`config.mk`:
```
export PLATFORM = sky130hd
export DESIGN_NAME = pwm_clk_div_flat
export DESIGN_NICKNAME = d
export VERILOG_FILES = /design/src/rtl/pwm_pkg.sv /design/src/rtl/pwm_clk_div_if.sv /design/src/rtl/pwm_dbuf_reg.sv /design/src/rtl/pwm_clk_div.sv /design/src/flat_wrapper.sv
export SDC_FILE = /design/constraint.sdc
export NUM_CORES = 1
export LEC_CHECK = 0
export CAP_MARGIN = 20
export CORE_UTILIZATION = 50
export DETAILED_ROUTE_END_ITERATION = 12
export GPL_ROUTABILITY_DRIVEN = 0
export GPL_TIMING_DRIVEN = 0
export MAX_ROUTING_LAYER = met4
export PLACE_DENSITY_LB_ADDON = 0.3
export SETUP_SLACK_MARGIN = 0.05
export SLEW_MARGIN = 40
export SYNTH_ARGS = -nofsm -noshare
export SYNTH_HDL_FRONTEND = slang
export SYNTH_SLANG_ARGS = --single-unit
export TNS_END_PERCENT = 10
```
`constraint.sdc`:
```
create_clock -name clk -period 4.55 [get_ports clk]
set_input_delay 0.91 -clock clk [delete_from_list [all_inputs] [get_ports clk]]
set_output_delay 0.91 -clock clk [all_outputs]
set_load 0.05 [all_outputs]
```
`src/rtl/pwm_pkg.sv`:
```
// pwm_pkg: shared PWM widths, control-register bit indices, divider mode and divisor helper
package pwm_pkg;
    localparam int DIV_W = 16;
    localparam int CTRL_EN = 0;
    localparam int CTRL_CNT_EN = 1;
    localparam int CTRL_OUT_EN = 2;
    localparam int CTRL_DUTY_SEL = 3;
    localparam int CTRL_SRST = 4;
    typedef enum logic {IDLE, RUN} mode_e;
    function automatic logic [DIV_W-1:0] last_cnt(input logic [DIV_W-1:0] d);
        return d > 1 ? d - 1'b1 : '0;
    endfunction
endpackage

```
`src/rtl/pwm_clk_div_if.sv`:
```
// pwm_clk_div_if: divider bundle; master drives div_en/div_clr/divisor_i/divisor_wr, slave returns tick_o/div_active_o/pend_o/tick_cnt_o
interface pwm_clk_div_if import pwm_pkg::*; #(parameter int DIV_W = pwm_pkg::DIV_W);
    logic div_en, div_clr, divisor_wr, tick_o, pend_o;
    logic [DIV_W-1:0] divisor_i, div_active_o, tick_cnt_o;
    modport master(output div_en, div_clr, divisor_i, divisor_wr, input tick_o, div_active_o, pend_o, tick_cnt_o);
    modport slave(input div_en, div_clr, divisor_i, divisor_wr, output tick_o, div_active_o, pend_o, tick_cnt_o);
endinterface

```
`src/rtl/pwm_dbuf_reg.sv`:
```
// pwm_dbuf_reg: pending/active double-buffer (clk, rst_n, apply, wr, d -> active, pend); write on apply edge bypasses to active
module pwm_dbuf_reg #(parameter int W = 16) (
    input  logic         clk,
    input  logic         rst_n,
    input  logic         apply,
    input  logic         wr,
    input  logic [W-1:0] d,
    output logic [W-1:0] active,
    output logic         pend
);
    logic [W-1:0] pending;
    always_ff @(posedge clk or negedge rst_n)
        if (!rst_n) begin
            pending <= '0;
            active <= '0;
            pend <= 1'b0;
        end else begin
            pending <= wr ? d : pending;
            active <= !apply ? active : wr ? d : pend ? pending : active;
            pend <= !apply && (wr || pend);
        end
endmodule

```
`src/rtl/pwm_clk_div.sv`:
```
// pwm_clk_div: divides clk by a double-buffered divisor into a one-cycle tick (clk, rst_n, bus slave: controls in, tick/status out)
module pwm_clk_div import pwm_pkg::*; #(parameter int DIV_W = pwm_pkg::DIV_W) (
    input logic          clk,
    input logic          rst_n,
    pwm_clk_div_if.slave bus
);
    logic [DIV_W-1:0] cnt, n_m1, tick_cnt;
    logic term, apply, fire, tick;
    mode_e mode;
    always_comb begin
        mode = bus.div_en ? RUN : IDLE;
        n_m1 = last_cnt(bus.div_active_o);
        term = cnt >= n_m1;
        apply = bus.div_clr || mode == IDLE || term;
        fire = !bus.div_clr && mode == RUN && term;
    end
    pwm_dbuf_reg #(.W(DIV_W)) u_div (
        .clk(clk),
        .rst_n(rst_n),
        .apply(apply),
        .wr(bus.divisor_wr),
        .d(bus.divisor_i),
        .active(bus.div_active_o),
        .pend(bus.pend_o)
    );
    always_ff @(posedge clk or negedge rst_n)
        if (!rst_n) begin
            cnt <= '0;
            tick <= 1'b0;
            tick_cnt <= '0;
        end else begin
            cnt <= apply ? '0 : cnt + 1'b1;
            tick <= fire;
            tick_cnt <= fire ? tick_cnt + 1'b1 : tick_cnt;
        end
    assign bus.tick_o = tick;
    assign bus.tick_cnt_o = tick_cnt;
endmodule

```
`src/flat_wrapper.sv`:
```
// flat-port wrapper written by rule: the top's interface ports become plain ports
module pwm_clk_div_flat import pwm_pkg::*;
#(parameter int DIV_W = pwm_pkg::DIV_W)
  (clk, rst_n, bus_div_en, bus_div_clr, bus_divisor_i, bus_divisor_wr, bus_tick_o, bus_div_active_o, bus_pend_o, bus_tick_cnt_o);
  pwm_clk_div_if #(.DIV_W(DIV_W)) bus_i ();
  input logic clk;
  input logic rst_n;
  input wire logic [$bits(bus_i.div_en)-1:0] bus_div_en;
  input wire logic [$bits(bus_i.div_clr)-1:0] bus_div_clr;
  input wire logic [$bits(bus_i.divisor_i)-1:0] bus_divisor_i;
  input wire logic [$bits(bus_i.divisor_wr)-1:0] bus_divisor_wr;
  output wire logic [$bits(bus_i.tick_o)-1:0] bus_tick_o;
  output wire logic [$bits(bus_i.div_active_o)-1:0] bus_div_active_o;
  output wire logic [$bits(bus_i.pend_o)-1:0] bus_pend_o;
  output wire logic [$bits(bus_i.tick_cnt_o)-1:0] bus_tick_cnt_o;
  assign bus_i.div_en = bus_div_en;
  assign bus_i.div_clr = bus_div_clr;
  assign bus_i.divisor_i = bus_divisor_i;
  assign bus_i.divisor_wr = bus_divisor_wr;
  assign bus_tick_o = bus_i.tick_o;
  assign bus_div_active_o = bus_i.div_active_o;
  assign bus_pend_o = bus_i.pend_o;
  assign bus_tick_cnt_o = bus_i.tick_cnt_o;
  pwm_clk_div #(.DIV_W(DIV_W)) u_core (.clk(clk), .rst_n(rst_n), .bus(bus_i));
endmodule
```
==> metrics, run 1 <==
worst-margin pin slew=0.609 ns; gr ovfl total=0; area growth from synthesis to layout=25.5%; Syn Nets=357; period utilization=0.902; most common cell in the netlist=dfrtp_1; Synth area leader=dfrtp_1; placed inst area=4210 um^2; post-CTS setup buffer count=0; clock period minus worst slack=4.11 ns; Met2 Wirelength=3400 um; CTS max path bufs=2; CP required=4.82 ns; Total GRT Usage=0.213; Die Height=86.2 um; I/O pins=55; max_cap viols=0; Clk Tree Root Cell=clkbuf_8; pwr/cell area=376 nW/um^2; Starting Density=0.519; fin area=4450 um^2; DR iter-0 viols=104; endpoint type of the worst setup path=register; Synth async-reset ratio=1.00; clock latency on the worst-skew pair=0.34 ns; number of global-route vias before repair=2629; synthesized cell area=3550 um^2; leak pwr=0.00195 uW; PortBufs=53; EDFF count, synth=0; wire per inst=14.4 um; Peak VDD IR=246 uV; TritonRoute pass-1 iters=4; Reg area=1650 um^2; # setup viols final=0; area taken by multi-input logic gates=1840 um^2; DR WL met3=249 um; vias=2581; Min-Delay Path Class=reg -> reg; WP data arrival=4.37 ns; final WL=6930 um; critical path class=reg -> reg; clock sinks=66; initial antenna violation count=0; final core occ=0.651; Resized cells post-CTS=0; total power=1670 uW; largest net degree at the start of global routing=35; register area share after synthesis=0.466; Top FF cell, synth=dfrtp_1; top layer in use=met4; Final ANT Viol Nets=0; CTS tree=done; status=finished, final reports clean; die area=7430 um^2; Synth top area share=0.466; hpwl dp=5140 um; share of cells above drive strength 1=0.163; Slew Limit Fails=0; die width=86.2 um; cells along the critical path=or4_1 -> nor4_2 -> nand2_1 -> clkbuf_1 -> nand2_1 -> ha_1 -> a21oi_1 -> nand2_1 -> a221o_1 -> o31ai_4 -> nand2_2 -> buf_2 -> nor2_1; # diodes=0; cell count after synthesis=316; register bit total from synthesis=66; Yosys cell types=44; largest cells by area after synthesis=dfrtp_1 47%, ha_1 7.1%, mux2_2 7.0%, xor2_1 6.9%, mux2_1 3.2%; global-route wire length before repair=11900 um; setup_tns=0 ns; Hold Violations, Final=0; RSZ-0062 raised after global routing=no; CP Launch Type=register; Hold WS=0.490 ns; CTS Buf Count=9; Clock Skew=0.00924 ns; Slowest cell on crit path=or4_1; crit-path max FO=10; fmax=244 MHz; Core Rows=30; yosys warns=0; drt drc=0; Placeable Area=6830 um^2; met1 WL=3220 um; max incr delay on CP=0.60 ns; Clock transition at path regs=0.07 ns; top cells by count, synth=66 x dfrtp_1, 28 x nor2_1, 28 x xor2_1; # fillers=554; Avg Inst Size Synth=11.2 um^2; cell mode on critical path=nand2_1; hold-fix buffers at CTS=0; Slew HR=0.593; number of H-tree levels=3; Nets=422; Via density=5.35
-- registers in the layout (all words and copies together), names as in the netlist --
register,flops
u_core.bus.tick_cnt_o,16
u_core.cnt,16
u_core.u_div.active,16
u_core.u_div.pending,16
u_core.bus.tick_o,1
u_core.u_div.pend,1
-- metrics by stage --
step           setup slack (ns)  std cells
2_1_floorplan             0.687        316
3_3_place_gp              0.220        465
3_5_place_dp              0.188        466
4_1_cts                   0.179        482
5_1_grt                  0.0857        482
6_report                  0.444        482
-- critical path, delay by kind of cell, from the launching register on --
| family | cells | cell delay (ns) |
|---|---|---|
| flops | 1 | 0.45 |
| buf+inv | 2 | 0.50 |
| compound gates | 3 | 1.15 |
| simple gates | 7 | 1.68 |
| fa+ha+maj | 1 | 0.25 |
-- layout make-up --
| cell class | instances | area share |
|---|---|---|
| Buffer | 7 | 0.00956 |
| Clock buffer | 9 | 0.0278 |
| Clock inverter | 7 | 0.0211 |
| Inverter | 9 | 0.00759 |
| Multi-Input combinational cell | 234 | 0.413 |
| Sequential cell | 66 | 0.371 |
| Tap cell | 96 | 0.0270 |
| Timing Repair Buffer | 54 | 0.123 |
-- layer usage --
layer	vias to the layer above	global-route usage
met5	-	-
met4	0	0.0773
met3	7	0.0410
met2	46	0.349
met1	1276	0.263
li1	1252	-
-- worst paths after layout --
path,to,depth (start not counted),slack [ns],startpoint
setup / recovery,u_core.cnt[12]$_DFF_PN0_,13,0.44,u_core.u_div.active[9]$_DFFE_PN0P_
hold / removal,u_core.bus.tick_cnt_o[15]$_DFFE_PN0P_,1,0.49,u_core.bus.tick_cnt_o[15]$_DFFE_PN0P_
setup reg to reg,u_core.cnt[12]$_DFF_PN0_,13,0.44,u_core.u_div.active[9]$_DFFE_PN0P_
hold reg to reg,u_core.bus.tick_cnt_o[15]$_DFFE_PN0P_,1,0.49,u_core.bus.tick_cnt_o[15]$_DFFE_PN0P_
max in group asynchronous,u_core.cnt[3]$_DFF_PN0_,2,3.52,rst_n
min in group asynchronous,u_core.u_div.pending[12]$_DFFE_PN0P_,1,0.50,rst_n
-- cell families after synthesis --
logic type | after synthesis | synth area share
AOI/OAI and AO/OA | 37 | 0.0956
xor gates and xnor gates | 39 | 0.0963
adders and majority gates | 20 | 0.0706
and+or+nand+nor | 106 | 0.149
buffers and inverters | 16 | 0.0215
muxes | 32 | 0.102
DFF | 66 | 0.466
-- placed cells by master, fill, tap and decap left out, types with 3 or more instances in the layout --
master           count
nor4_1               3
a211oi_1             4
nand2b_1             4
nand2_1             26
a2111oi_2            4
a21oi_1              8
dfrtp_1             66
and4_1               3
nor2_1              28
xnor2_1             11
mux2_1              10
a211oi_2             6
clkbuf_8             9
clkdlybuf4s50_1     52
xor2_1              28
mux2_2              22
nor3_1               7
inv_1                9
nand3_1             16
o21ai_0              4
and3_1               4
ha_1                20
-- report_power, final --
group	total (uW)	switching (uW)	internal, uW
clock	539	231	307
sequential	699	62.2	637
combinational	435	255	180
total	1670	548	1120
Note: power is estimated with default switching activity, not from simulation.
==> inputs of run 2 (changes only) <==
--- a/config.mk
+++ b/config.mk
@@ -6,11 +6,11 @@
 export NUM_CORES = 1
 export LEC_CHECK = 0
 export CAP_MARGIN = 20
+export CORE_ASPECT_RATIO = 1.5
 export CORE_UTILIZATION = 50
 export DETAILED_ROUTE_END_ITERATION = 12
 export GPL_ROUTABILITY_DRIVEN = 0
 export GPL_TIMING_DRIVEN = 0
-export MAX_ROUTING_LAYER = met4
 export PLACE_DENSITY_LB_ADDON = 0.3
 export SETUP_SLACK_MARGIN = 0.05
 export SLEW_MARGIN = 40
==> run 2 against run 1 <==
- wire length is 4.5% higher
- register-to-register slack about the same
- the run now ends with design-rule violations left
- maximum frequency about the same
- utilization is 0.39 points lower
- via count is 0.43% higher
- largest power group unchanged
==> metrics, run 2 (synthesis results as in run 1) <==
status=finished with violations; failing checks=design-rule violations; post-CTS setup buffer count=0 (unchanged); pwr/cell area=383 nW/um^2 (+1.9%); switching share of power=0.328 (+0.000499); Hold Violations, Final=0 (unchanged); Pint=1140 uW (+1.5%); gr ovfl total=0 (unchanged); I/O pins=55 (unchanged); sequential share of power=0.413 (-0.005); die width=70.8 um (-18%); largest net degree at the start of global routing=36 (+2.9%); commonest non-fill, non-tap cells in the layout=66 x dfrtp_1, 52 x clkdlybuf4s50_1, 28 x nor2_1, 28 x xor2_1, 26 x nand2_1; share of cells above drive strength 1=0.163 (unchanged); WP data arrival=4.38 ns (about the same); worst-margin pin slew=0.616 ns (+0.00685 ns); switching power=558 uW (+1.8%); number of H-tree levels=3 (unchanged); clock network power share=0.330 (+0.008); period utilization=0.901 (about the same); die area=7440 um^2 (+0.10%); CTS Buf Count=9 (unchanged); Via density=5.59 (+4.3%); crit-path max FO=10 (unchanged); placed inst area=4190 um^2 (-0.53%); number of global-route vias before repair=2711 (+3.1%); Clock transition at path regs=0.08 ns (about the same); final WL=7250 um (+4.5%); hold-fix buffers at CTS=0 (unchanged); CTS tree=done; total power=1700 uW (+1.6%); global-route wire length before repair=12500 um (+5.1%); Resized cells post-CTS=0 (unchanged); Peak VDD IR=292 uV (+19%); Slew HR=0.590 (-0.00326); commonest non-fill, non-tap cell in the layout=dfrtp_1; Slew Limit Fails=0 (unchanged); Core Rows=37 (+23%); Clock Skew=0.0117 ns (+0.00242 ns); clock period minus worst slack=4.10 ns (-0.00402 ns); area growth from synthesis to layout=25.1%; Starting Density=0.518 (-0.00152); fmax=244 MHz (about the same); Hold WS=0.473 ns (-0.0171 ns); vias=2592 (+0.43%); fin area=4440 um^2 (-0.31%); Min-Delay Path Class=reg -> reg; max_cap viols=0 (unchanged); leak pwr=0.00195 uW (+0.19%); CP required=4.83 ns (about the same); Nets=422 (unchanged); setup_tns=0 ns (unchanged); cells along the critical path=or4_1 -> nor4_2 -> nand2_1 -> clkbuf_1 -> nand2_1 -> ha_1 -> a21oi_1 -> nand2_1 -> a221o_1 -> o31ai_4 -> nand2_2 -> buf_2 -> nor2_1; wire per inst=15.6 um (+8.6%); TritonRoute pass-1 iters=8 (+4); Total GRT Usage=0.216 (+0.00297); initial antenna violation count=0 (unchanged); Comb pwr share=0.257 (-0.003); Placeable Area=6850 um^2 (+0.29%); Slowest cell on crit path=or4_1; clock sinks=66 (unchanged); clock latency on the worst-skew pair=0.35 ns (about the same); RSZ-0062 raised after global routing=no; Final ANT Viol Nets=0 (unchanged); # diodes=0 (unchanged); # setup viols final=0 (unchanged); cell mode on critical path=nand2_1; DR iter-0 viols=151 (+45%); max incr delay on CP=0.60 ns (about the same); PortBufs=53 (unchanged); final core occ=0.648 (-0.00391); critical path class=reg -> reg; CP Launch Type=register; CTS max path bufs=2 (unchanged); drt drc=4 (+4); Die Height=105 um (+22%); endpoint type of the worst setup path=register; hpwl dp=5370 um (+4.5%); Clk Tree Root Cell=clkbuf_8
run 2: changes by cell type in the layout (fill, tap and decap cells not counted), sizes merged:
cell,change
clkbuf,+1
clkinv,-2
inv,+1
run 2: final timing paths:
check / from / endpoint / slack (ns) / depth (start not counted)
setup reg to reg: u_core.u_div.active[9]$_DFFE_PN0P_ / u_core.cnt[13]$_DFF_PN0_ / 0.45 / 13
setup / recovery: u_core.u_div.active[9]$_DFFE_PN0P_ / u_core.cnt[13]$_DFF_PN0_ / 0.45 / 13
hold reg to reg: u_core.bus.tick_cnt_o[15]$_DFFE_PN0P_ / u_core.bus.tick_cnt_o[15]$_DFFE_PN0P_ / 0.47 / 1
min in group asynchronous: rst_n / u_core.u_div.active[12]$_DFFE_PN0P_ / 0.48 / 1
max in group asynchronous: rst_n / u_core.bus.tick_cnt_o[7]$_DFFE_PN0P_ / 3.53 / 2
hold / removal: u_core.bus.tick_cnt_o[15]$_DFFE_PN0P_ / u_core.bus.tick_cnt_o[15]$_DFFE_PN0P_ / 0.47 / 1
run 2: worst max-delay path, delay by kind of cell (launching register included):
kind,cells,cell delay [ns]
buffers and inverters,2,0.50
AO/OA/AOI/OAI,3,1.15
adder cells (fa/ha/maj),1,0.25
flip-flops,1,0.45
AND/OR/NAND/NOR,7,1.67
run 2: per-layer routing:
metal	vias up	part of all wire	GRT usage
met5	-	0	0
met4	0	0.033	0.114
met3	21	0.029	0.0338
met2	59	0.52	0.371
met1	1263	0.42	0.256
li1	1249	-	-
run 2: cell type report:
type                            instances  area [um^2]
Fill cell                             538         2410
Clock buffer                           10          138
Buffer                                  7         42.5
Inverter                                9         33.8
Tap cell                               78         97.6
Clock inverter                          6         88.8
Timing Repair Buffer                   54          548
Sequential cell                        66         1650
Multi-Input combinational cell        234         1840
run 2: per-stage QoR:
stage	setup slack, ns	instances
floorplan	0.687	316
global placement	0.350	447
detailed placement	0.225	448
CTS	0.165	464
global route	0.108	464
finish	0.449	464
run 2: power groups by stage:
stage	logic, uW	clock network [uW]	registers, uW
final	437	560	702
after global routing	475	596	711
after CTS	441	569	701
after detailed placement	439	0	713
after global placement	426	0	709
after floorplan	172	0	820
==> inputs of run 3 (changes only) <==
--- a/config.mk
+++ b/config.mk
@@ -8,10 +8,10 @@
 export CAP_MARGIN = 20
 export CORE_ASPECT_RATIO = 1.5
 export CORE_UTILIZATION = 50
+export CTS_BUF_LIST = sky130_fd_sc_hd__clkbuf_4 sky130_fd_sc_hd__clkbuf_8
 export DETAILED_ROUTE_END_ITERATION = 12
 export GPL_ROUTABILITY_DRIVEN = 0
-export GPL_TIMING_DRIVEN = 0
-export PLACE_DENSITY_LB_ADDON = 0.3
+export PLACE_DENSITY_LB_ADDON = 0.05
 export SETUP_SLACK_MARGIN = 0.05
 export SLEW_MARGIN = 40
 export SYNTH_ARGS = -nofsm -noshare
==> run 3 against run 2 <==
- the run still ends with design-rule violations left
- global-route usage fell by 0.38 points
- combinational power hardly changed
- largest cell class unchanged
- maximum frequency increased by 4.0%
- via count down 1.4%
- first-iteration DRC count down 30%
- register-to-register slack better by 0.16 ns
==> metrics, run 3 (synthesis results as in run 1) <==
number of H-tree levels=3 (unchanged); RSZ-0062 raised after global routing=no; WP data arrival=4.17 ns (-0.21 ns); final WL=7160 um (-1.3%); die width=70.8 um (unchanged); Die Height=105 um (unchanged); crit-path max FO=16 (+6); Top delay family on crit path=simple AND/OR/NAND/NOR gates; Slew HR=0.518 (-0.0719); Placeable Area=6850 um^2 (unchanged); start point of the worst hold path=u_core.bus.tick_cnt_o[15]$_DFFE_PN0P_; Resized cells post-CTS=0 (unchanged); # diodes=0 (unchanged); setup_tns=0 ns (unchanged); Reg-to-Reg Start=u_core.u_div.active[9]$_DFFE_PN0P_; cell mode on critical path=nand2_1; # fillers=582 (+8.2%); status=finished with violations; share of cells above drive strength 1=0.164 (+0.000424); pwr/cell area=370 nW/um^2 (-3.2%); PortBufs=54 (+1.9%); crit path buf inv count=0 (-2); wire per inst=15.5 um (-1.1%); cells along the critical path=or4_1 -> nor4_1 -> nand2_1 -> nand2_1 -> ha_1 -> and4_1 -> nand2_1 -> nor4_2 -> nor3_1 -> a21oi_4 -> mux2_2; # setup viols final=0 (unchanged); Core Rows=37 (unchanged); commonest non-fill, non-tap cells in the layout=66 x dfrtp_1, 53 x clkdlybuf4s50_1, 28 x nor2_1, 28 x xor2_1, 26 x nand2_1; max_cap viols=0 (unchanged); period utilization=0.867 (-0.0346); Starting Density=0.518 (unchanged); CTS tree=done; clock period minus worst slack=3.94 ns (-0.157 ns); dpl cells=447 (-0.22%); endpoint type of the worst setup path=register; Clk Tree Root Cell=clkbuf_8; CP required=4.78 ns (-0.05 ns); R2R setup slack=0.61 ns (+0.16 ns); Nets=421 (-0.24%); max incr delay on CP=0.58 ns (-0.02 ns); cell count of the worst hold path=1 (unchanged); Worst R2R Path Depth=11 (-2); worst-margin pin slew=0.724 ns (+0.108 ns); DR iter-0 viols=105 (-30%); critical path class=reg -> reg; CP Launch Type=register; failing checks=design-rule violations; Slew Limit Fails=0 (unchanged); Hold Violations, Final=0 (unchanged); Clock transition at path regs=0.07 ns (about the same); Final ANT Viol Nets=0 (unchanged); commonest non-fill, non-tap cell in the layout=dfrtp_1; I/O pins=55 (unchanged); Hold WS=0.470 ns (-0.00312 ns); drt drc=9 (+5); global-route wire length before repair=12000 um (-3.9%); leak pwr=0.00195 uW (-0.23%); Total GRT Usage=0.212 (-0.00378); area growth from synthesis to layout=23.5%; Finished Layout Cells=463 (-0.22%); post-CTS setup buffer count=0 (unchanged); Peak VDD IR=201 uV (-31%); largest net degree at the start of global routing=36 (unchanged); die area=7440 um^2 (unchanged); hpwl dp=5270 um (-1.7%); initial antenna violation count=0 (unchanged); clock sinks=66 (unchanged); final core occ=0.639 (-0.00822); gr ovfl total=0 (unchanged); fmax=254 MHz (+4.0%); Hold Path End=u_core.bus.tick_cnt_o[15]$_DFFE_PN0P_; Min-Delay Path Class=reg -> reg; clock latency on the worst-skew pair=0.34 ns (about the same); Clock Skew=0.00797 ns (-0.00369 ns); Slowest cell on crit path=or4_1; CTS Buf Count=9 (unchanged); number of global-route vias before repair=2519 (-7.1%); R2R Path End=u_core.u_div.active[0]$_DFFE_PN0P_; vias=2556 (-1.4%); TritonRoute pass-1 iters=8 (unchanged); Via density=5.52 (-1.2%); CTS max path bufs=2 (unchanged); hold-fix buffers at CTS=0 (unchanged)
run 3: cell count changes in the layout (fill, tap and decap cells not counted), moves of 2 or more:
cell and delta:
clkinvlp_4 -2, buf_6 -2, clkbuf_1 -2, buf_4 +5, clkinv_2 +2, buf_1 -2
run 3: how the worst max path moves through the flow:
stage                                                 endpoint                                from  slack (ns)  cells past startpoint
final                       u_core.u_div.active[0]$_DFFE_PN0P_  u_core.u_div.active[9]$_DFFE_PN0P_        0.61                     11
after global routing       u_core.u_div.active[15]$_DFFE_PN0P_  u_core.u_div.active[9]$_DFFE_PN0P_        0.28                     11
after CTS                   u_core.u_div.active[0]$_DFFE_PN0P_  u_core.u_div.active[9]$_DFFE_PN0P_        0.56                     11
after floorplan           u_core.bus.tick_cnt_o[8]$_DFFE_PN0P_  u_core.u_div.active[9]$_DFFE_PN0P_        0.69                     13
after global placement     u_core.u_div.active[15]$_DFFE_PN0P_  u_core.u_div.active[9]$_DFFE_PN0P_        0.66                     11
after detailed placement    u_core.u_div.active[0]$_DFFE_PN0P_  u_core.u_div.active[9]$_DFFE_PN0P_        0.57                     11
run 3: layout make-up:
cell class,count,area (um^2),share of cell area
multi-input combinational,234,1820,0.415
sequential,66,1650,0.377
timing repair buffer,60,581,0.133
clock buffer,11,145,0.0331
tap,78,97.6,0.0223
clock inverter,5,53.8,0.0123
inverter,9,33.8,0.00771
run 3: routing by layer:
metal / vias to the layer above / track usage / share of wire
met2: 46 / 0.369 / 0.53
met1: 1252 / 0.243 / 0.42
met5: - / 0 / 0
met4: 0 / 0.116 / 0.024
met3: 11 / 0.0366 / 0.033
li1: 1247 / - / -
run 3: metrics by stage:
| stage | worst slack (ns) | total power, uW | area, um^2 |
|---|---|---|---|
| 2_1_floorplan | 0.687 | 992 | 3550 |
| 3_3_place_gp | 0.664 | 1150 | 4180 |
| 3_5_place_dp | 0.572 | 1150 | 4180 |
| 4_1_cts | 0.563 | 1640 | 4380 |
| 5_1_grt | 0.285 | 1700 | 4380 |
| 6_report | 0.606 | 1620 | 4380 |
run 3: power by group:
part | internal, uW | switching [uW] | total [uW] | leakage, uW
sequential | 637 | 61.2 | 698 | 0.000822
combinational | 178 | 260 | 438 | 0.00102
clock | 272 | 215 | 487 | 0.000106
run 3: worst reg2reg max path, delay by kind of cell, from the launching register on:
kind                       cells  cell delay, ns
adders and majority gates      1            0.16
DFF                            1            0.43
AOI/OAI and AO/OA              1            0.47
muxes                          1            0.40
and+or+nand+nor                8            2.37
